## src/rtl/scalar_product_mac_stream.sv

```systemverilog
// -----------------------------------------------------------------------------
// scalar_product_mac_stream
//
// Streaming dot-product engine. One pair of Ndata-element vectors is accepted
// per transaction over a valid/ready handshake and reduced on Nmac parallel MAC
// lanes. Lane n walks elements n*Nacc .. n*Nacc+Nacc-1 one per cycle, then the
// lane accumulators are summed once. Operands are signed or unsigned per
// transaction. The result is full precision and cannot overflow at the default
// output width.
//
// Transaction timing (acceptance edge E0):
//   E0            IDLE -> MAC, operands latched, accumulators cleared
//   E1..E(Nacc)   one MAC step per edge
//   E(Nacc+1)     SUM -> HOLD, result and out_valid visible
//   handshake     HOLD -> IDLE on an edge with out_ready=1
// With in_valid and out_ready tied high a result appears every Nacc+3 cycles.
//
// Ports:
//   clk        rising-edge clock
//   reset      asynchronous, active-high reset
//   in_valid   A, B and signed_en are valid
//   in_ready   block can accept a transaction (IDLE only)
//   A, B       packed vectors, element i = X[(i+1)*Nbits-1 : i*Nbits]
//   signed_en  1 = two's-complement operands, 0 = unsigned
//   out_valid  out holds a valid result (HOLD only)
//   out_ready  consumer accepts out
//   out        dot product, two's complement when signed_en was 1
//   busy       high while in MAC or SUM
// -----------------------------------------------------------------------------
module scalar_product_mac_stream #(
  parameter int Nbits = 4,
  parameter int Ndata = 8,
  parameter int Nmac  = 2,
  parameter int Wout  = 2*Nbits + $clog2(Ndata)
) (
  input  logic                   clk,
  input  logic                   reset,
  input  logic                   in_valid,
  output logic                   in_ready,
  input  logic [Ndata*Nbits-1:0] A,
  input  logic [Ndata*Nbits-1:0] B,
  input  logic                   signed_en,
  output logic                   out_valid,
  input  logic                   out_ready,
  output logic [Wout-1:0]        out,
  output logic                   busy
);

  localparam int Nacc = Ndata / Nmac;
  localparam int KW   = (Nacc > 1) ? $clog2(Nacc) : 1;
  // Working width for a single product before it is narrowed to Wout; a
  // (Nbits+1)x(Nbits+1) signed product needs 2*Nbits+2 bits.
  localparam int PW   = (Wout > 2*Nbits + 2) ? Wout : 2*Nbits + 2;
  localparam logic [KW-1:0] K_LAST = KW'(Nacc - 1);

  // Illegal configurations stop elaboration.
  if (Ndata % Nmac != 0) begin : g_bad_nmac
    $error("scalar_product_mac_stream: Ndata must be a multiple of Nmac");
  end
  if (Wout < 2*Nbits + $clog2(Ndata)) begin : g_bad_wout
    $error("scalar_product_mac_stream: Wout below the full-precision width");
  end

  typedef enum logic [1:0] {
    S_IDLE = 2'd0,
    S_MAC  = 2'd1,
    S_SUM  = 2'd2,
    S_HOLD = 2'd3
  } state_t;

  state_t state, state_nxt;

  logic [Ndata*Nbits-1:0]   a_p0;
  logic [Ndata*Nbits-1:0]   b_p0;
  logic                     sgn_p0;
  logic [KW-1:0]            k;
  logic signed [Wout-1:0]   acc_p1 [Nmac];
  logic signed [Wout-1:0]   sum_c;
  logic [Nbits-1:0]         ea [Nmac];
  logic [Nbits-1:0]         eb [Nmac];
  logic                     k_last;

  // One lane product, extended to the accumulator width. The extra top bit on
  // each operand is the sign in signed mode and zero in unsigned mode, so a
  // single signed multiplier serves both modes.
  function automatic logic signed [Wout-1:0] mac_term(
    input logic [Nbits-1:0] a_el,
    input logic [Nbits-1:0] b_el,
    input logic             sgn
  );
    logic signed [Nbits:0]     ae;
    logic signed [Nbits:0]     be;
    logic signed [2*Nbits+1:0] prod;
    logic signed [PW-1:0]      wide;
    ae   = $signed({sgn & a_el[Nbits-1], a_el});
    be   = $signed({sgn & b_el[Nbits-1], b_el});
    prod = (2*Nbits+2)'(ae) * (2*Nbits+2)'(be);
    wide = PW'(prod);
    return $signed(wide[Wout-1:0]);
  endfunction

  assign k_last = (k == K_LAST);

  // ---------------------------------------------------------------------------
  // FSM: state register
  // ---------------------------------------------------------------------------
  always_ff @(posedge clk or posedge reset) begin
    if (reset) begin
      state <= S_IDLE;
    end else begin
      state <= state_nxt;
    end
  end

  // FSM: next-state logic
  always_comb begin
    state_nxt = state;
    case (state)
      S_IDLE:  if (in_valid) state_nxt = S_MAC;
      S_MAC:   if (k_last) state_nxt = S_SUM;
      S_SUM:   state_nxt = S_HOLD;
      S_HOLD:  if (out_ready) state_nxt = S_IDLE;
      default: state_nxt = S_IDLE;
    endcase
  end

  // FSM: outputs, decoded straight from the state register
  always_comb begin
    in_ready  = (state == S_IDLE);
    out_valid = (state == S_HOLD);
    busy      = (state == S_MAC) || (state == S_SUM);
  end

  // Element fetch: lane n reads element n*Nacc + k of the latched operands.
  always_comb begin
    for (int n = 0; n < Nmac; n++) begin
      ea[n] = a_p0[(n*Nacc + int'(k))*Nbits +: Nbits];
      eb[n] = b_p0[(n*Nacc + int'(k))*Nbits +: Nbits];
    end
  end

  // Final reduction of the lane accumulators.
  always_comb begin
    sum_c = '0;
    for (int n = 0; n < Nmac; n++) begin
      sum_c = sum_c + acc_p1[n];
    end
  end

  // ---------------------------------------------------------------------------
  // Stage p0: operand capture on acceptance
  // Stage p1: lane accumulation, one element per lane per MAC cycle
  // Stage p2: lane sum into the output register
  // ---------------------------------------------------------------------------
  always_ff @(posedge clk or posedge reset) begin
    if (reset) begin
      a_p0   <= '0;
      b_p0   <= '0;
      sgn_p0 <= 1'b0;
      k      <= '0;
      out    <= '0;
      for (int n = 0; n < Nmac; n++) begin
        acc_p1[n] <= '0;
      end
    end else begin
      case (state)
        S_IDLE: begin
          if (in_valid && in_ready) begin
            a_p0   <= A;
            b_p0   <= B;
            sgn_p0 <= signed_en;
            k      <= '0;
            for (int n = 0; n < Nmac; n++) begin
              acc_p1[n] <= '0;
            end
          end
        end
        S_MAC: begin
          for (int n = 0; n < Nmac; n++) begin
            acc_p1[n] <= acc_p1[n] + mac_term(ea[n], eb[n], sgn_p0);
          end
          // Park k at zero after the last step so it never indexes past the
          // end of a lane when Nacc is not a power of two.
          k <= k_last ? '0 : k + KW'(1);
        end
        S_SUM: begin
          out <= sum_c;
        end
        default: begin
          // HOLD: out stays put until the consumer takes it.
        end
      endcase
    end
  end

endmodule

```

## config.mk

```make
export PLATFORM = sky130hd
export DESIGN_NAME = scalar_product_mac_stream
export DESIGN_NICKNAME = d
export VERILOG_FILES = /design/src/rtl/scalar_product_mac_stream.sv
export SDC_FILE = /design/constraint.sdc
export NUM_CORES = 1
export LEC_CHECK = 0
export ABC_AREA = 1
export BUFFER_PORTS_ARGS = -buffer_cell sky130_fd_sc_hd__buf_2
export CAP_MARGIN = 10
export CORE_AREA = 2 2 108 188
export CTS_CLUSTER_SIZE = 30
export DETAILED_ROUTE_END_ITERATION = 16
export DIE_AREA = 0 0 110 190
export SKIP_CTS_REPAIR_TIMING = 1
export SLEW_MARGIN = 15
export SYNTH_ARGS = -nofsm -noshare
export SYNTH_HDL_FRONTEND = slang
export SYNTH_SLANG_ARGS = --single-unit
```

## constraint.sdc

```tcl
create_clock -name clk -period 10.44 [get_ports clk]
set_input_delay 1.044 -clock clk [delete_from_list [all_inputs] [get_ports clk]]
set_output_delay 1.044 -clock clk [all_outputs]
set_load 0.02 [all_outputs]
```

Word level (Yosys, flattened, before mapping)

Index checks and enable logic that the tools add are counted.

Mux-type cells: 9
Equal/unequal tests: 8
Bitwise operators: 4
Divide/modulo/power cells: 0
Magnitude comparators: 0
Shift operators: 4
$mul: 2
Add/subtract/negate cells: 5
Reduce and logical (&&, ||, !) cells: 7

Operators by type and width:

| kind                                                   | count |
|---|---|
| variable part select 32 x 5 -> 4 bit                   | 2 |
| one-hot mux 22 bit (2 select lines)                    | 1 |
| variable part select 32 x 32 -> 4 bit                  | 1 |
| variable part select 32 x 7 -> 4 bit                   | 1 |
| adder 11 x 10 -> 11 bit                                | 2 |
| two-way mux 22 bit                                     | 1 |
| multiplier 5 x 5 -> 10 bit                             | 2 |
| adder 11 bit                                           | 1 |
| two-way mux 2 bit                                      | 5 |
| one-hot mux 2 bit (4 select lines)                     | 1 |
| equality test 2 bit (second input constant)            | 3 |
| adder 3 x 2 -> 4 bit (first input constant)            | 1 |
| bitwise AND 1 bit                                      | 4 |
| inequality test 2 x 1 -> 1 bit (second input constant) | 2 |
| inequality test 2 bit (second input constant)          | 2 |
| one-hot mux 2 bit (2 select lines)                     | 1 |
| AND reduction 2 bit                                    | 2 |
| AND reduction 3 bit                                    | 1 |
| adder 2 x 1 -> 2 bit (second input constant)           | 1 |
| equality test 2 x 1 -> 1 bit (second input constant)   | 1 |
| zero test 2 bit                                        | 1 |
| nonzero test 2 bit                                     | 1 |
| logical AND 1 bit                                      | 1 |
| logical OR 1 bit                                       | 1 |

Input bits: 69
Output and inout bits: 14
Latch bits: 0
Bits in read-only memories: 0
Memories kept: 0
Register bits: 102
RAM bits: 0
Logic and storage cells: 47

Logic depth before layout (Yosys ltp)

Depth after elaboration: 6
Gate-level depth with buffers: 24
Mapped depth without buffers: 22

Least setup slack after synthesis

Ideal clock, no wire load.

Path type: register -> register
Start point: register k[0]
End point: register acc_p1[20] in the netlist's numbering
Setup time: 0.126 ns
Period minus slack after synthesis: 4.476 ns
Arrival: 4.350 ns
Cell stages (with the launch flop): 24
Data required time: 10.314 ns
Buffers on the path: 3
Slack: 5.964 ns
Cells stage by stage: dfrtp_1 buf_6 inv_6 buf_8 buf_6 nor2_1 o22ai_1 inv_2 nor2_2 fa_1 inv_1 fa_1 fa_1 fa_1 inv_1 fa_1 nand3_1 nand3_1 nand2_1 nand2_1 a21oi_1 nand2_1 nand2_1 o21ai_0

Word-level cells in the longest chain between the ends: 5
Elaborated cells between the ends (all ways): 7
Classes of those cells: add/sub (1); mul (1); shift (2); mux (1); bitwise (2)

Ends and longest elaborated chain:

| what                                                    | line     | text |
|---|---|---|
| start, declared                                         | 76       | `logic [KW-1:0] k;` |
| start signal, assigned                                  | 184      | `k <= k_last ? '0 : k + KW'(1);` |
| variable part select 32 x 5 -> 4 bit (on tied branches) | 137, 138 |  |
| bitwise AND 1 bit (on tied branches)                    | 95, 96   |  |
| multiplier 5 x 5 -> 10 bit *                            | 97       | `prod = (2*Nbits+2)'(ae) * (2*Nbits+2)'(be);` |
| adder 11 x 10 -> 11 bit *                               | 180      | `acc_p1[n] <= acc_p1[n] + mac_term(ea[n], eb[n], sgn_p0);` |
| one-hot mux 22 bit (2 select lines) *                   | 166      | `case (state)` |
| end signal, assigned by index                           | 180      |  |
| end, declared                                           | 77       | `logic signed [Wout-1:0] acc_p1 [Nmac];` |

Mark *: on every way between the ends. The rest lies on a longest branch, timed or not.
A chain may end at the register's enable or synchronous reset.

Final worst setup path

Ends and elaborated chain as after synthesis.

==> flow_summary.ini <==
[flow_run]
maxCapViolations = 0

[clock_tree]
clock_latency_ps = 350
cts_buffers = 9
path_clk_slew_ps = 80
cts_tree = yes
cts_root_buffer = clkbuf_16
clk_path_buf_depth = 2
clkSinkCount = 102
h-tree-depth = 3

[routing]
viasPerCell = 4.80
wire_per_inst_microns = 13.5
drc = 0
vias = 6055
wl_microns = 17100
drt_iter0_markers = 207
drt_first_pass_iters = 4
ant_nets = 0

[setup_path]
required_ps = 10670
cp-end-kind = flop
crit_chain = inv_6, nand2_1, a32o_2, nor2_2, inv_1, nor2_2, fa_1, inv_1, fa_1, fa_1, fa_1, inv_1, fa_1, nand3_1, nand3_1, nand2_1, nand2_1, a21oi_1, nand2_1, nand2_1, o21ai_0
cpPeakStageDelay_ps = 660
critical_path_class = flop to flop
crit_arrival_ps = 5400
start_kind = flop
critical_path.max_fanout = 37
critPathSlowestCell = dfrtp_2

[synthesis]
mappedNetlistArea_sq_um = 7630
ys_warn_count = 0
yosysUniqueCellTypes = 37
yosysTopAreaCell = dfrtp_1
yosysTopAreaCellShare = 0.334
synth-seq-cells = 102
postSynthAreaPerCell_sq_um = 8.08
syn_nets = 1132
synth-seq-area-share = 0.334
ys_top_cells_by_area = dfrtp_1, nand2_1, fa_1, ha_1, inv_1
netlist_instances = 945

[outcome]
status = finished, final reports clean

[finish]
syn2layout_area_growth_pct = 11.4
finalNonFillerCells = 1262
drive_gt1_frac = 0.127
nNetsFinal = 1199
antenna_cells = 0
final_util = 0.437
nFillCells = 2000

[worst_hold_path]
hp-class = flop to flop

[timing]
slew_viol_final = 0
hold_viol = 0
max_freq_ghz = 0.194
setup_viol = 0
final.setup.tns_ps = 0
worstMarginPinSlew_ps = 1090
rsz0062_at_grt = no
post-route-period-util = 0.494
period_needed_ps = 5160
slew_headroom = 0.268
finClkSkew_ps = 10.7

[global_route]
track_usage = 0.178
grt-ovfl-total = 0
grt_max_degree = 72
grt_pass1_wl_microns = 29300
grt_pass1_vias = 6170
antenna_found_initial = 0

[place]
dp_hpwl_microns = 13700
gp_congestion = 0.864
numPortBuffers = 82
post-place-cells = 1246

[die]
fp.dieH_microns = 190
die-width_microns = 110
std_cell_rows = 68
ioPinCount = 83
coreArea_sq_um = 19500
die_area_sq_um = 20900
start_util = 0.392
-- layout make-up --
class / count / area [sq um] / area share
well taps: 245 / 307 / 0.0360
multi-input cells: 676 / 4410 / 0.518
inverters: 139 / 529 / 0.0622
flip-flops and latches: 102 / 2550 / 0.300
clock buffers: 9 / 225 / 0.0265
clock inverters: 7 / 60.1 / 0.00706
repair buffers: 84 / 425 / 0.0500
-- path summary, 6_finish.rpt --
path | slack (ps) | end | depth (start not counted) | startpoint
worst max-delay path | 5280 | acc_p1[20] | 21 | k[0]
worst min-delay path | 470 | out[0] | 2 | out[0]
worst max register to register | 5280 | acc_p1[20] | 21 | k[0]
worst min register to register | 470 | out[0] | 2 | out[0]
max in group asynchronous | 8490 | k[0] | 3 | reset
min in group asynchronous | 710 | a_p0[20] | 2 | reset
-- through the flow --
| stage | cell area [sq um] | setup WS (ps) | hold WS, ps |
|---|---|---|---|
| after floorplan | 7630 | 5960 | 444 |
| after global placement | 8220 | 5110 | 458 |
| after detailed placement | 8220 | 4960 | 461 |
| after CTS | 8510 | 4950 | 480 |
| after global routing | 8510 | 4970 | 507 |
| final | 8510 | 5280 | 473 |
-- synthesized netlist by cell type, drive strengths merged --
library cell / count
a21oi: 28
a221oi: 1
a22o: 8
a31oi: 8
a32o: 4
a32oi: 6
buf: 14
clkbuf: 14
dfrtp: 102
fa: 59
ha: 59
inv: 139
nand2: 325
nand3: 35
nand3b: 1
nand4: 2
nor2: 80
nor3: 2
o211ai: 1
o21ai: 33
o21bai: 1
o22ai: 10
or2: 4
xnor2: 5
xor2: 4
-- per-layer routing --
| layer | global-route usage | vias up | wire, microns |
|---|---|---|---|
| met4 | 0.0438 | 0 | 178 |
| met1 | 0.212 | 2863 | 7190 |
| met3 | 0.0250 | 12 | 470 |
| li1 | - | 3080 | - |
| met5 | 0 | - | 0 |
| met2 | 0.328 | 100 | 9240 |
-- sequential cells by signal, summed over array words and instances (netlist names) --
name    count
a_p0       32
b_p0       32
acc_p1     22
out        11
k           2
state       2
sgn_p0      1
-- worst max-delay path, delay by kind of cell, from the launching register on --
family	cells	cell delay (ps)
AND/OR/NAND/NOR	9	880
buffers and inverters	4	540
flip-flops	1	660
AO/OA/AOI/OAI	3	540
adder cells (fa/ha/maj)	5	2420
-- cell usage in the layout, fill, tap and decap left out, drive strengths merged --
| cell | netlist | layout |
|---|---|---|
| nand3b | 1 | 1 |
| dfrtp | 102 | 102 |
| a32oi | 6 | 6 |
| fa | 59 | 59 |
| o211ai | 1 | 1 |
| ha | 59 | 59 |
| nand3 | 35 | 35 |
| xor2 | 4 | 4 |
| nor2 | 80 | 80 |
| nand4 | 2 | 2 |
| xnor2 | 5 | 5 |
| a31oi | 8 | 8 |
| or2 | 4 | 4 |
| inv | 139 | 144 |
| clkbuf | 14 | 9 |
| clkinv | 0 | 2 |
| o21bai | 1 | 1 |
| o22ai | 10 | 10 |
| o21ai | 33 | 33 |
| a221oi | 1 | 1 |
| buf | 14 | 84 |
| a21oi | 28 | 28 |
| nor3 | 2 | 2 |
| a32o | 4 | 4 |
| nand2 | 325 | 325 |
| a22o | 8 | 8 |
-- cell families (layout without fill, tap and decap cells) --
kind of cell | count (synthesis) | after routing | share of synthesized area
compound gates | 100 | 100 | 0.0814
xor+xnor | 9 | 9 | 0.0103
fa+ha+maj | 118 | 118 | 0.251
buf+inv | 167 | 239 | 0.0890
flops | 102 | 102 | 0.334
simple gates | 449 | 449 | 0.234
Power is not shown: default switching activity piles up to over one toggle a cycle in this logic, so the estimate is an artifact.
